## config.mk

```make
export PLATFORM = sky130hd
export DESIGN_NAME = statemachine
export DESIGN_NICKNAME = d
export VERILOG_FILES = /design/src/rtl/statemachine.sv
export SDC_FILE = /design/constraint.sdc
export NUM_CORES = 1
export LEC_CHECK = 0
export BUFFER_PORTS_ARGS = -buffer_cell sky130_fd_sc_hd__buf_4
export CAP_MARGIN = 20
export CORE_ASPECT_RATIO = 0.75
export CORE_MARGIN = 5
export CORE_UTILIZATION = 25
export CTS_BUF_LIST = sky130_fd_sc_hd__clkbuf_4 sky130_fd_sc_hd__clkbuf_8
export CTS_CLUSTER_DIAMETER = 80
export DETAILED_ROUTE_END_ITERATION = 16
export SETUP_SLACK_MARGIN = 0.15
export SYNTH_ARGS = -nofsm -noshare
export SYNTH_HDL_FRONTEND = slang
export SYNTH_SLANG_ARGS = --single-unit
```

## constraint.sdc

```tcl
create_clock -name slow_clock -period 1.8 [get_ports slow_clock]
set_input_delay 0.36 -clock slow_clock [delete_from_list [all_inputs] [get_ports slow_clock]]
set_output_delay 0.36 -clock slow_clock [all_outputs]
set_load 0.03 [all_outputs]
```

## src/rtl/statemachine.sv

```systemverilog
// Moore controller that steps the baccarat datapath through one hand: four
// opening deals, the third-card rules, then the winner lights.
module statemachine (
    input  logic       slow_clock,
    input  logic       reset,
    input  logic [3:0] pscore,
    input  logic [3:0] dscore,
    input  logic [3:0] pcard3,
    output logic       load_pcard1,
    output logic       load_pcard2,
    output logic       load_pcard3,
    output logic       load_dcard1,
    output logic       load_dcard2,
    output logic       load_dcard3,
    output logic       player_win_light,
    output logic       dealer_win_light,
    output logic [3:0] state_out
);

    localparam int unsigned STATE_W = 4;

    typedef enum logic [STATE_W-1:0] {
        IDLE   = 4'd0,
        DP1    = 4'd1,
        DD1    = 4'd2,
        DP2    = 4'd3,
        DD2    = 4'd4,
        EVAL_P = 4'd5,
        DP3    = 4'd6,
        EVAL_D = 4'd7,
        DD3    = 4'd8,
        DONE   = 4'd9
    } state_t;

    state_t     state_q;
    state_t     state_d;
    logic [3:0] pcard3_val;
    logic       natural;
    logic       dealer_draw;

    // Face cards and tens count as zero toward the dealer's third-card decision.
    assign pcard3_val = (pcard3 >= 4'd10) ? 4'd0 : pcard3;
    assign natural    = (pscore >= 4'd8) || (dscore >= 4'd8);

    always_comb begin
        dealer_draw = 1'b0;
        case (dscore)
            4'd0, 4'd1, 4'd2: dealer_draw = 1'b1;
            4'd3:             dealer_draw = (pcard3_val != 4'd8);
            4'd4:             dealer_draw = (pcard3_val >= 4'd2) && (pcard3_val <= 4'd7);
            4'd5:             dealer_draw = (pcard3_val >= 4'd4) && (pcard3_val <= 4'd7);
            4'd6:             dealer_draw = (pcard3_val >= 4'd6) && (pcard3_val <= 4'd7);
            default:          dealer_draw = 1'b0;
        endcase
    end

    always_comb begin
        state_d = state_q;
        case (state_q)
            IDLE:   state_d = DP1;
            DP1:    state_d = DD1;
            DD1:    state_d = DP2;
            DP2:    state_d = DD2;
            DD2:    state_d = EVAL_P;
            EVAL_P: begin
                if (natural)                state_d = DONE;
                else if (pscore <= 4'd5)    state_d = DP3;
                else if (dscore <= 4'd5)    state_d = DD3;
                else                        state_d = DONE;
            end
            DP3:    state_d = EVAL_D;
            EVAL_D: state_d = dealer_draw ? DD3 : DONE;
            DD3:    state_d = DONE;
            DONE:   state_d = DONE;
            default: state_d = IDLE;
        endcase
    end

    always_ff @(posedge slow_clock or posedge reset) begin
        if (reset) state_q <= IDLE;
        else       state_q <= state_d;
    end

    // Outputs decode the state register directly so reset clears them without an edge.
    assign state_out        = state_q;
    assign load_pcard1      = (state_q == DP1);
    assign load_dcard1      = (state_q == DD1);
    assign load_pcard2      = (state_q == DP2);
    assign load_dcard2      = (state_q == DD2);
    assign load_pcard3      = (state_q == DP3);
    assign load_dcard3      = (state_q == DD3);
    assign player_win_light = (state_q == DONE) && (pscore >= dscore);
    assign dealer_win_light = (state_q == DONE) && (dscore >= pscore);

endmodule
```

==> results of run 1 <==
[metrics by stage]
stage               instance area (µm²)  hold WS, ps  utilization  instances
floorplan                           537          126            -         55
global placement                    767          258        0.445        105
detailed placement                  767          262        0.445        105
CTS                                 813         7.50        0.472        109
global route                        835         16.4        0.484        109
finish                              835         8.28        0.484        109
[layer usage]
metal / vias up / part of all wire / GRT usage
met5: - / 0 / 0
met4: 0 / 0.030 / 0.0814
met3: 4 / 0.053 / 0.0140
met2: 13 / 0.44 / 0.132
met1: 216 / 0.48 / 0.139
li1: 273 / - / -
[path summary, 6_finish.rpt]
kind / end / slack [ps] / startpoint / depth (start not counted)
worst max-delay path: player_win_light / -130 / pscore[1] / 8
worst min-delay path: state_out[2] / 8 / reset / 2
worst max register to register: state_out[0] / 370 / state_out[3] / 5
worst min register to register: state_out[2] / 590 / state_out[3] / 2
max in group asynchronous: state_out[3] / 1630 / reset / 2
min in group slow_clock: state_out[0] / 550 / dscore[3] / 4
[cells in the mapped netlist, types with 2 or more instances]
library cell  n
inv_1         6
nor2_1        5
nor3_1        5
dfrtp_1       4
ha_1          4
nand2b_1      3
a21oi_1       2
nand2_1       2
nor2b_1       2
o21a_1        2
o21ai_0       2
[power by group]
| part | leakage, µW | switching (µW) | internal [µW] |
|---|---|---|---|
| registers | 0.0000476 | 16.5 | 130 |
| logic | 0.000341 | 455 | 320 |
| clock network | 0.0000184 | 38.3 | 98.3 |
| total | 0.000407 | 509 | 549 |
[final cells by class]
class,count,area share
Sequential cell,4,0.123
Multi-Input combinational cell,42,0.454
Inverter,6,0.0420
Tap cell,22,0.0330
Clock buffer,4,0.0360
Timing Repair Buffer,31,0.312
[what timing repair did]
item / 4_1_cts / 5_1_grt
hold buffers: 0 / 0
endpoints found under the hold margin: 0 / 0
resized for setup: 4 / 5
endpoints found under the setup margin: 2 / 6
pin swaps: 2 / 2
[logic make-up after synthesis]
family	after synthesis	share of synthesized area
buf+inv	9	0.117
simple gates	22	0.292
compound gates	16	0.256
flops	4	0.223
fa+ha+maj	4	0.111
[critical path, delay by kind of cell]
| family | cells | cell delay, ps |
|---|---|---|
| AND/OR/NAND/NOR | 1 | 120 |
| AO/OA/AOI/OAI | 3 | 550 |
| buffers and inverters | 3 | 350 |
| adder cells (fa/ha/maj) | 1 | 180 |
[cell usage in the layout, fill, tap and decap left out]
cell type   n
o31a_1      1
inv_1       5
dfrtp_1     2
nor3_4      2
nand2b_1    2
dfrtp_2     2
or2b_4      1
nor3_2      3
or4b_1      1
nand2b_4    2
nand2_1     2
and4_1      1
o221ai_1    1
ha_1        3
a21oi_1     2
ha_4        1
a41oi_1     1
a41o_1      1
a211oi_1    1
a21o_1      1
inv_12      1
o21a_1      2
nor2b_1     2
nor2_1      4
clkbuf_4    4
o21ai_0     2
buf_4      26
nor4b_1     1
o21ai_1     1
buf_12      1
buf_6       4
o41ai_4     1
nor2_2      1
o22ai_1     1
a211o_1     1
==> metrics.md, run 1 <==
| Metric | Value |
|---|---|
| Total core area | `1720 µm²` |
| Rows | `13` |
| Most used cell, CP | `o21a_1` |
| Initial drt markers | `7` |
| P_leak | `between 0.0004 and 0.0005 µW` |
| Post-Synthesis Cells | `55` |
| First-pass GRT wire length | `1980 µm` |
| Pin count of the biggest net entering global routing | `11` |
| H-Tree Depth | `1` |
| CTS max path bufs | `2` |
| Worst endpoint data arrival time | `1570 ps` |
| Count of pins over their slew limit | `0` |
| All-Layer GR Usage | `0.0987` |
| Failing checks | `setup timing` |
| Antenna viol nets, final | `0` |
| WL per Instance | `11.1 µm` |
| Post-CTS Repair Setup Buffers | `0` |
| Slew @ Worst Pin | `278 ps` |
| IO Pins | `26` |
| Fill count | `about 170` |
| Mean post-synth cell area | `8.17 µm²` |
| Async set-reset flop share out of synthesis | `1.00` |
| Slew HR | `0.815` |
| WS Path Type | `in -> out` |
| Die width | `between 50 and 60 µm` |
| Worst slack at placement | `-226 ps` |
| Area grow syn2layout | `85.8%` |
| Yosys reg bits | `4` |
| Final WS setup | `-132 ps` |
| Die ar. | `2750 µm²` |
| Initial antenna violation count | `0` |
| Setup TNS | `-261 ps` |
| Layout cell share with drive strength beyond 1 | `0.563` |
| Final setup violation count | `2` |
| Reg clk slew, reported paths | `40 ps` |
| Total area of sequential cells | `103 µm²` |
| Vias in the first global route | `464` |
| CP endpoint kind | `output port` |
| DRT Pass-1 Iters | `4` |
| Largest register FFs | `4` |
| Largest cells by area after synthesis | `dfrtp_1, ha_1, nor3_1` |
| Die Ht | `46.7 µm` |
| GP Congestion | `0.758` |
| Post-route DRC violation count | `0` |
| Routed via count | `slightly above 500` |
| Top cell type's share of synthesized area | `0.223` |
| Critical path startpoint category | `input pin` |
| Slowest stage delay, CP | `200 ps` |
| Crit path time final | `1930 ps` |
| Worst endpoint required time | `1440 ps` |
| Max Clock Freq | `518 MHz` |
| Worst-path maximum fanout | `2` |
| Crit path max-delay cell type | `o21a_1` |
| Post-Route WL | `1210 µm` |
| Vias/cell | `4.64` |
| Crit path cell chain | `buf_12, inv_12, ha_4, nor2b_1, o21a_1, o21a_1, o41ai_4, buf_4` |
| Final Hold Fails | `0` |
| Worst hold path type | `in -> async` |
| Num Clock Sinks | `4` |
| CTS tree | `done` |
| Worst VDD drop | `0.681 mV` |
| Root Buffer | `clkbuf_4` |
| Main synth FF type | `dfrtp_1` |
| Fin nets | `between 100 and 150` |
| Post-Syn Nets | `73` |
| Synth Cell Area | `449 µm²` |
| Initial Util | `0.261` |
| Multi-input logic area | `379 µm²` |
| Yosys top cell by area | `dfrtp_1` |
| Power density cells | `1270 nW/µm²` |
| Max-cap violation count | `0` |
| GR Overflow Total | `0` |
| Yosys warning total | `0` |
| Synth cell types | `29` |
| Number of flops mapped to enable cells by yosys | `0` |
| ANT cells | `0` |
| Final total power | `1060 µW` |
| Sequential-to-total area share from yosys stat | `0.223` |
| I/O Buffers | `25` |
| RSZ-0062 raised after global routing | `yes` |
| Post-DP HPWL | `1060 µm` |
| Clock Latency Late Sink | `240 ps` |
| Status | `finished with violations` |
| Clock buffer count from CTS | `3` |
| Worst clock skew | `7.60 ps` |
| Final period utilization | `1.07` |
No activity file was read; power rests on OpenSTA's default activity.
==> inputs of run 2 (changes only) <==
==> constraint.sdc (replaced) <==
create_clock -name slow_clock -period 2 [get_ports slow_clock]
set_input_delay 0.4 -clock slow_clock [delete_from_list [all_inputs] [get_ports slow_clock]]
set_output_delay 0.4 -clock slow_clock [all_outputs]
set_load 0.03 [all_outputs]
==> run 2 against run 1 <==
The run still ends with setup timing left. Largest cell class unchanged. Critical path type unchanged. Clock skew down 7.3 ps. Core utilization down 3.5 points. Sequential cell count unchanged. Via count up 2.0%. First-iteration DRC count down 43%.
==> metrics.md, run 2 (synthesized netlist as in run 1, its figures left out) <==
| Metric | Value |
|---|---|
| Slowest stage delay, CP | `260 ps (+60 ps)` |
| ANT cells | `0 (unchanged)` |
| Initial drt markers | `4 (-3)` |
| Power density cells | `1140 nW/µm² (-10%)` |
| Final setup violation count | `2 (unchanged)` |
| Layout cell share with drive strength beyond 1 | `0.494 (-0.0691)` |
| Status | `finished with violations` |
| Final WS setup | `-11.6 ps (+120 ps)` |
| Max-cap violation count | `0 (unchanged)` |
| Crit path max-delay cell type | `o31a_1` |
| Slew HR | `0.821 (+0.00616)` |
| Depth of the worst register-to-register path | `5 (unchanged)` |
| H-Tree Depth | `1 (unchanged)` |
| Worst-path maximum fanout | `2 (unchanged)` |
| DRT Pass-1 Iters | `4 (unchanged)` |
| Fin nets | `105 (-0.94%)` |
| Clock buffer count from CTS | `3 (unchanged)` |
| First-pass GRT wire length | `2190 µm (+11%)` |
| Flop2flop setup slack | `540 ps (+170 ps)` |
| Worst VDD drop | `0.683 mV (+0.20%)` |
| Die width | `58.9 µm (unchanged)` |
| Crit. Startpoint | `dscore[1]` |
| WL per Instance | `12.6 µm (+13%)` |
| GP Congestion | `0.718 (-5.2%)` |
| Largest register FFs | `4 (unchanged)` |
| Num Clock Sinks | `4 (unchanged)` |
| Post-CTS Repair Setup Buffers | `0 (unchanged)` |
| Commonest non-fill, non-tap cell in the layout | `buf_4` |
| Area grow syn2layout | `72.4%` |
| CP endpoint kind | `output port` |
| Final period utilization | `1.01` |
| Vias in the first global route | `495 (+6.7%)` |
| Post-Route WL | `1340 µm (+11%)` |
| R2R Path End | `state_out[0]` |
| Clock Latency Late Sink | `230 ps (about the same)` |
| Post-DP HPWL | `1100 µm (+3.4%)` |
| Slew @ Worst Pin | `268 ps (-9.23 ps)` |
| Setup TNS | `-13.5 ps (+247 ps)` |
| Fill count | `176 (+1.7%)` |
| Worst hold path type | `in -> async` |
| GR Overflow Total | `0 (unchanged)` |
| RSZ-0062 raised after global routing | `yes` |
| Rows | `13 (unchanged)` |
| Worst hold margin | `48.0 ps (+39.7 ps)` |
| CTS tree | `done` |
| Count of pins over their slew limit | `0 (unchanged)` |
| Worst clock skew | `0.350 ps (-7.25 ps)` |
| WS Path Type | `in -> out` |
| All-Layer GR Usage | `0.103 (+0.00442)` |
| Most frequent cells in the layout | `buf_4, inv_1, nor3_2, nor2_1, dfrtp_1` |
| I/O Buffers | `25 (unchanged)` |
| Total core area | `1720 µm² (unchanged)` |
| Crit path max-delay family | `compound AO/OA/AOI/OAI gates` |
| Crit path cell chain | `buf_6, ha_4, nor2b_1, o21a_1, o21a_1, o31a_1, buf_6` |
| P_leak | `0.000387 µW (-4.9%)` |
| CTS max path bufs | `2 (unchanged)` |
| Die Ht | `46.7 µm (unchanged)` |
| IO Pins | `26 (unchanged)` |
| Worst endpoint data arrival time | `1610 ps (+40 ps)` |
| Final core occ | `0.449 (-0.0348)` |
| Vias/cell | `4.82 (+3.9%)` |
| Critical path startpoint category | `input pin` |
| WP buf/inv | `2 (-1)` |
| Worst endpoint required time | `1600 ps (+160 ps)` |
| Routed via count | `516 (+2.0%)` |
| Reg clk slew, reported paths | `40 ps (about the same)` |
| RR Startpoint | `state_out[3]` |
| Initial Util | `0.261 (unchanged)` |
| Final Hold Fails | `0 (unchanged)` |
| Initial antenna violation count | `0 (unchanged)` |
| Failing checks | `setup timing` |
| Crit path time final | `just over 2000 ps` |
| Total area of sequential cells | `100 µm² (-2.4%)` |
| Pin count of the biggest net entering global routing | `11 (unchanged)` |
| Post-route DRC violation count | `0 (unchanged)` |
| Die ar. | `2750 µm² (unchanged)` |
| Multi-input logic area | `353 µm² (-6.9%)` |
| Root Buffer | `clkbuf_4` |
| Max Clock Freq | `497 MHz` |
| Antenna viol nets, final | `0 (unchanged)` |
| # hold bufs at CTS | `0 (unchanged)` |
==> run 2: layout make-up <==
cell class,count,share of cell area
clock buffer,3,0.0291
inverter,6,0.0355
multi-input combinational,42,0.456
sequential,4,0.129
tap,22,0.0355
timing repair buffer,30,0.315
==> run 2: stage by stage <==
step | total power (µW) | std cells | instance area [µm²] | setup WS (ps)
5_1_grt | 936 | 107 | 774 | -42.2
4_1_cts | 880 | 107 | 771 | -16.2
2_1_floorplan | 570 | 55 | 510 | 56.3
3_3_place_gp | 771 | 104 | 733 | -102
6_report | 882 | 107 | 774 | -11.6
3_5_place_dp | 777 | 104 | 733 | -110
==> run 2: report_power, final <==
group | switching [µW] | internal, µW
Sequential | 15.0 | 115
Clock | 34.2 | 67.2
Combinational | 393 | 258
Total | 442 | 440
==> run 2: how the worst max path moves through the flow <==
stage	slack (ps)	cells past startpoint	endpoint
3_3_place_gp	-100	8	dealer_win_light
2_1_floorplan	60	5	player_win_light
3_5_place_dp	-110	8	dealer_win_light
5_1_grt	-40	8	dealer_win_light
4_1_cts	-20	8	player_win_light
6_report	-10	7	dealer_win_light
==> run 2: worst reg2reg max path: cells and delay by family (launching register included) <==
kind | cells | cell delay (ps)
buffers and inverters | 1 | 170
AOI/OAI and AO/OA | 2 | 220
and+or+nand+nor | 2 | 630
DFF | 1 | 370
==> run 2: timing repair <==
action,in CTS,in global routing
endpoints found under the hold margin,0,0
pin swaps,2,0
setup endpoints to repair,2,2
resized for setup,4,2
==> run 2: routing by layer <==
layer | vias to the layer above | track usage | part of all wire
li1 | 261 | - | -
met2 | 22 | 0.165 | 0.46
met4 | 0 | 0.0407 | 0.0089
met5 | - | 0 | 0
met1 | 231 | 0.144 | 0.45
met3 | 2 | 0.00840 | 0.077
==> inputs of run 3 (changes only) <==
--- a/config.mk
+++ b/config.mk
@@ -5,14 +5,18 @@
 export SDC_FILE = /design/constraint.sdc
 export NUM_CORES = 1
 export LEC_CHECK = 0
+export ABC_CLOCK_PERIOD_IN_PS = 2000
 export BUFFER_PORTS_ARGS = -buffer_cell sky130_fd_sc_hd__buf_4
 export CAP_MARGIN = 20
+export CELL_PAD_IN_SITES_DETAIL_PLACEMENT = 1
+export CELL_PAD_IN_SITES_GLOBAL_PLACEMENT = 2
 export CORE_ASPECT_RATIO = 0.75
 export CORE_MARGIN = 5
-export CORE_UTILIZATION = 25
-export CTS_BUF_LIST = sky130_fd_sc_hd__clkbuf_4 sky130_fd_sc_hd__clkbuf_8
+export CORE_UTILIZATION = 23
+export CTS_BUF_LIST = sky130_fd_sc_hd__clkbuf_8
 export CTS_CLUSTER_DIAMETER = 80
 export DETAILED_ROUTE_END_ITERATION = 16
+export PLACE_DENSITY_LB_ADDON = 0.1
 export SETUP_SLACK_MARGIN = 0.15
 export SYNTH_ARGS = -nofsm -noshare
 export SYNTH_HDL_FRONTEND = slang
==> run 3 against run 2 <==
The flow still finishes with violations (setup timing). Final area increased by 6.5%. Via count increased by 0.58%. Clock skew increased by 0.85 ps. Critical path type unchanged. Largest cell class unchanged.
==> metrics.md, run 3 (synthesized netlist as in run 1, its figures left out) <==
| Metric | Value |
|---|---|
| Post-Route WL | `1540 µm (+15%)` |
| Die ar. | `2950 µm² (+7.0%)` |
| R2R Path End | `state_out[0]` |
| Power density cells | `1170 nW/µm² (+2.6%)` |
| H-Tree Depth | `1 (unchanged)` |
| Vias/cell | `4.81 (-0.35%)` |
| Pin count of the biggest net entering global routing | `11 (unchanged)` |
| Worst VDD drop | `0.724 mV (+6.1%)` |
| Die width | `61.0 µm (+3.5%)` |
| CTS tree | `done` |
| Commonest non-fill, non-tap cell in the layout | `buf_4` |
| Rows | `13 (unchanged)` |
| Routed via count | `519 (+0.58%)` |
| Setup TNS | `-17.4 ps (-3.94 ps)` |
| DRT Pass-1 Iters | `4 (unchanged)` |
| Num Clock Sinks | `4 (unchanged)` |
| RSZ-0062 raised after global routing | `yes` |
| Final WS setup | `-8.91 ps (+2.71 ps)` |
| First-pass GRT wire length | `2420 µm (+10%)` |
| Total core area | `1790 µm² (+3.8%)` |
| P_leak | `0.000406 µW (+5.1%)` |
| Failing checks | `setup timing` |
| Max Clock Freq | `498 MHz (+0.13%)` |
| All-Layer GR Usage | `0.113 (+0.0102)` |
| Worst endpoint required time | `1600 ps (about the same)` |
| CP endpoint kind | `output port` |
| WS Path Type | `in -> out` |
| # hold bufs at CTS | `0 (unchanged)` |
| Critical path startpoint category | `input pin` |
| Final total power | `963 µW (+9.2%)` |
| Worst-path maximum fanout | `2 (unchanged)` |
| Clock buffer count from CTS | `3 (unchanged)` |
| Depth of the worst register-to-register path | `5 (unchanged)` |
| Final Hold Fails | `0 (unchanged)` |
| Reg clk slew, reported paths | `30 ps (about the same)` |
| Slew HR | `0.803 (-0.0179)` |
| Post-route DRC violation count | `0 (unchanged)` |
| Fin nets | `106 (+0.95%)` |
| Clock Latency Late Sink | `210 ps (-20 ps)` |
| Worst endpoint data arrival time | `1610 ps (about the same)` |
| Area grow syn2layout | `83.6%` |
| Initial drt markers | `5 (+1)` |
| IO Pins | `26 (unchanged)` |
| I/O Buffers | `25 (unchanged)` |
| Worst clock skew | `1.21 ps (+0.855 ps)` |
| Largest register FFs | `4 (unchanged)` |
| Post-DP HPWL | `1280 µm (+16%)` |
| Layout cell share with drive strength beyond 1 | `0.523 (+0.0291)` |
| WL per Instance | `14.3 µm (+14%)` |
| Initial Util | `0.251 (-0.00947)` |
| GR Overflow Total | `0 (unchanged)` |
| Root Buffer | `clkbuf_8` |
| Final setup violation count | `2 (unchanged)` |
| Most frequent cells in the layout | `buf_4, inv_1, nor3_2, nor2_1, dfrtp_1` |
| Post-CTS Repair Setup Buffers | `0 (unchanged)` |
| Slew @ Worst Pin | `295 ps (+26.9 ps)` |
| Flop2flop setup slack | `580 ps (+40 ps)` |
| Final period utilization | `1.00 (-0.00135)` |
| Antenna viol nets, final | `0 (unchanged)` |
| Status | `finished with violations` |
| Worst hold path type | `in -> async` |
| Crit path time final | `2010 ps (-2.71 ps)` |
| Crit. Startpoint | `dscore[1]` |
| Max-cap violation count | `0 (unchanged)` |
| ANT cells | `0 (unchanged)` |
| GP Congestion | `0.704 (-2.0%)` |
| Die Ht | `48.3 µm (+3.3%)` |
| CTS max path bufs | `2 (unchanged)` |
| Vias in the first global route | `551 (+11%)` |
| Count of pins over their slew limit | `0 (unchanged)` |
| RR Startpoint | `state_out[3]` |
| Initial antenna violation count | `0 (unchanged)` |
## run 3: worst max-delay path by stage
stage	to	slack, ps	depth (start not counted)
2_1_floorplan	player_win_light	60	5
3_3_place_gp	dealer_win_light	-100	8
3_5_place_dp	dealer_win_light	-120	8
4_1_cts	player_win_light	-30	7
5_1_grt	player_win_light	-40	7
6_report	player_win_light	-9	7
## run 3: critical path, cell delays in order
cell and delay [ps]:
buf_8 100, ha_4 230, nor2b_4 120, o21a_1 170
o21a_1 200, o41ai_4 220, buf_6 170
## run 3: power by group
group	internal, µW	switching [µW]	total (µW)	leakage, µW
Combinational	264	404	668	0.000334
Sequential	115	14.5	130	0.0000504
Clock	128	37.7	166	0.0000216
## run 3: metrics by stage
stage / setup slack [ps] / area [µm²] / std cells / hold slack (ps) / utilization
2_1_floorplan: 56.3 / 510 / 55 / 166 / -
3_3_place_gp: -103 / 741 / 105 / 294 / 0.414
3_5_place_dp: -123 / 741 / 105 / 295 / 0.414
4_1_cts: -25.1 / 808 / 108 / 66.9 / 0.452
5_1_grt: -44.0 / 825 / 108 / 87.1 / 0.461
6_report: -8.91 / 825 / 108 / 69.1 / 0.461
## run 3: metal layers
layer | GRT usage | routed length (µm)
met5 | 0 | 0
met4 | 0.0779 | 19
met3 | 0.00794 | 77
met2 | 0.179 | 660
met1 | 0.150 | 785
## run 3: layout make-up
class                      count  area [µm²]
fill                         226         965
multi-input combinational     42         373
clock buffer                   3        41.3
sequential                     4         100
timing repair buffer          31         255
inverter                       6        27.5
tap                           22        27.5
## run 3: repair_timing
item | CTS | global route
pin swaps | 2 | 0
gates cloned | 0 | 0
endpoints found under the setup margin | 2 | 2
resized for setup | 6 | 3
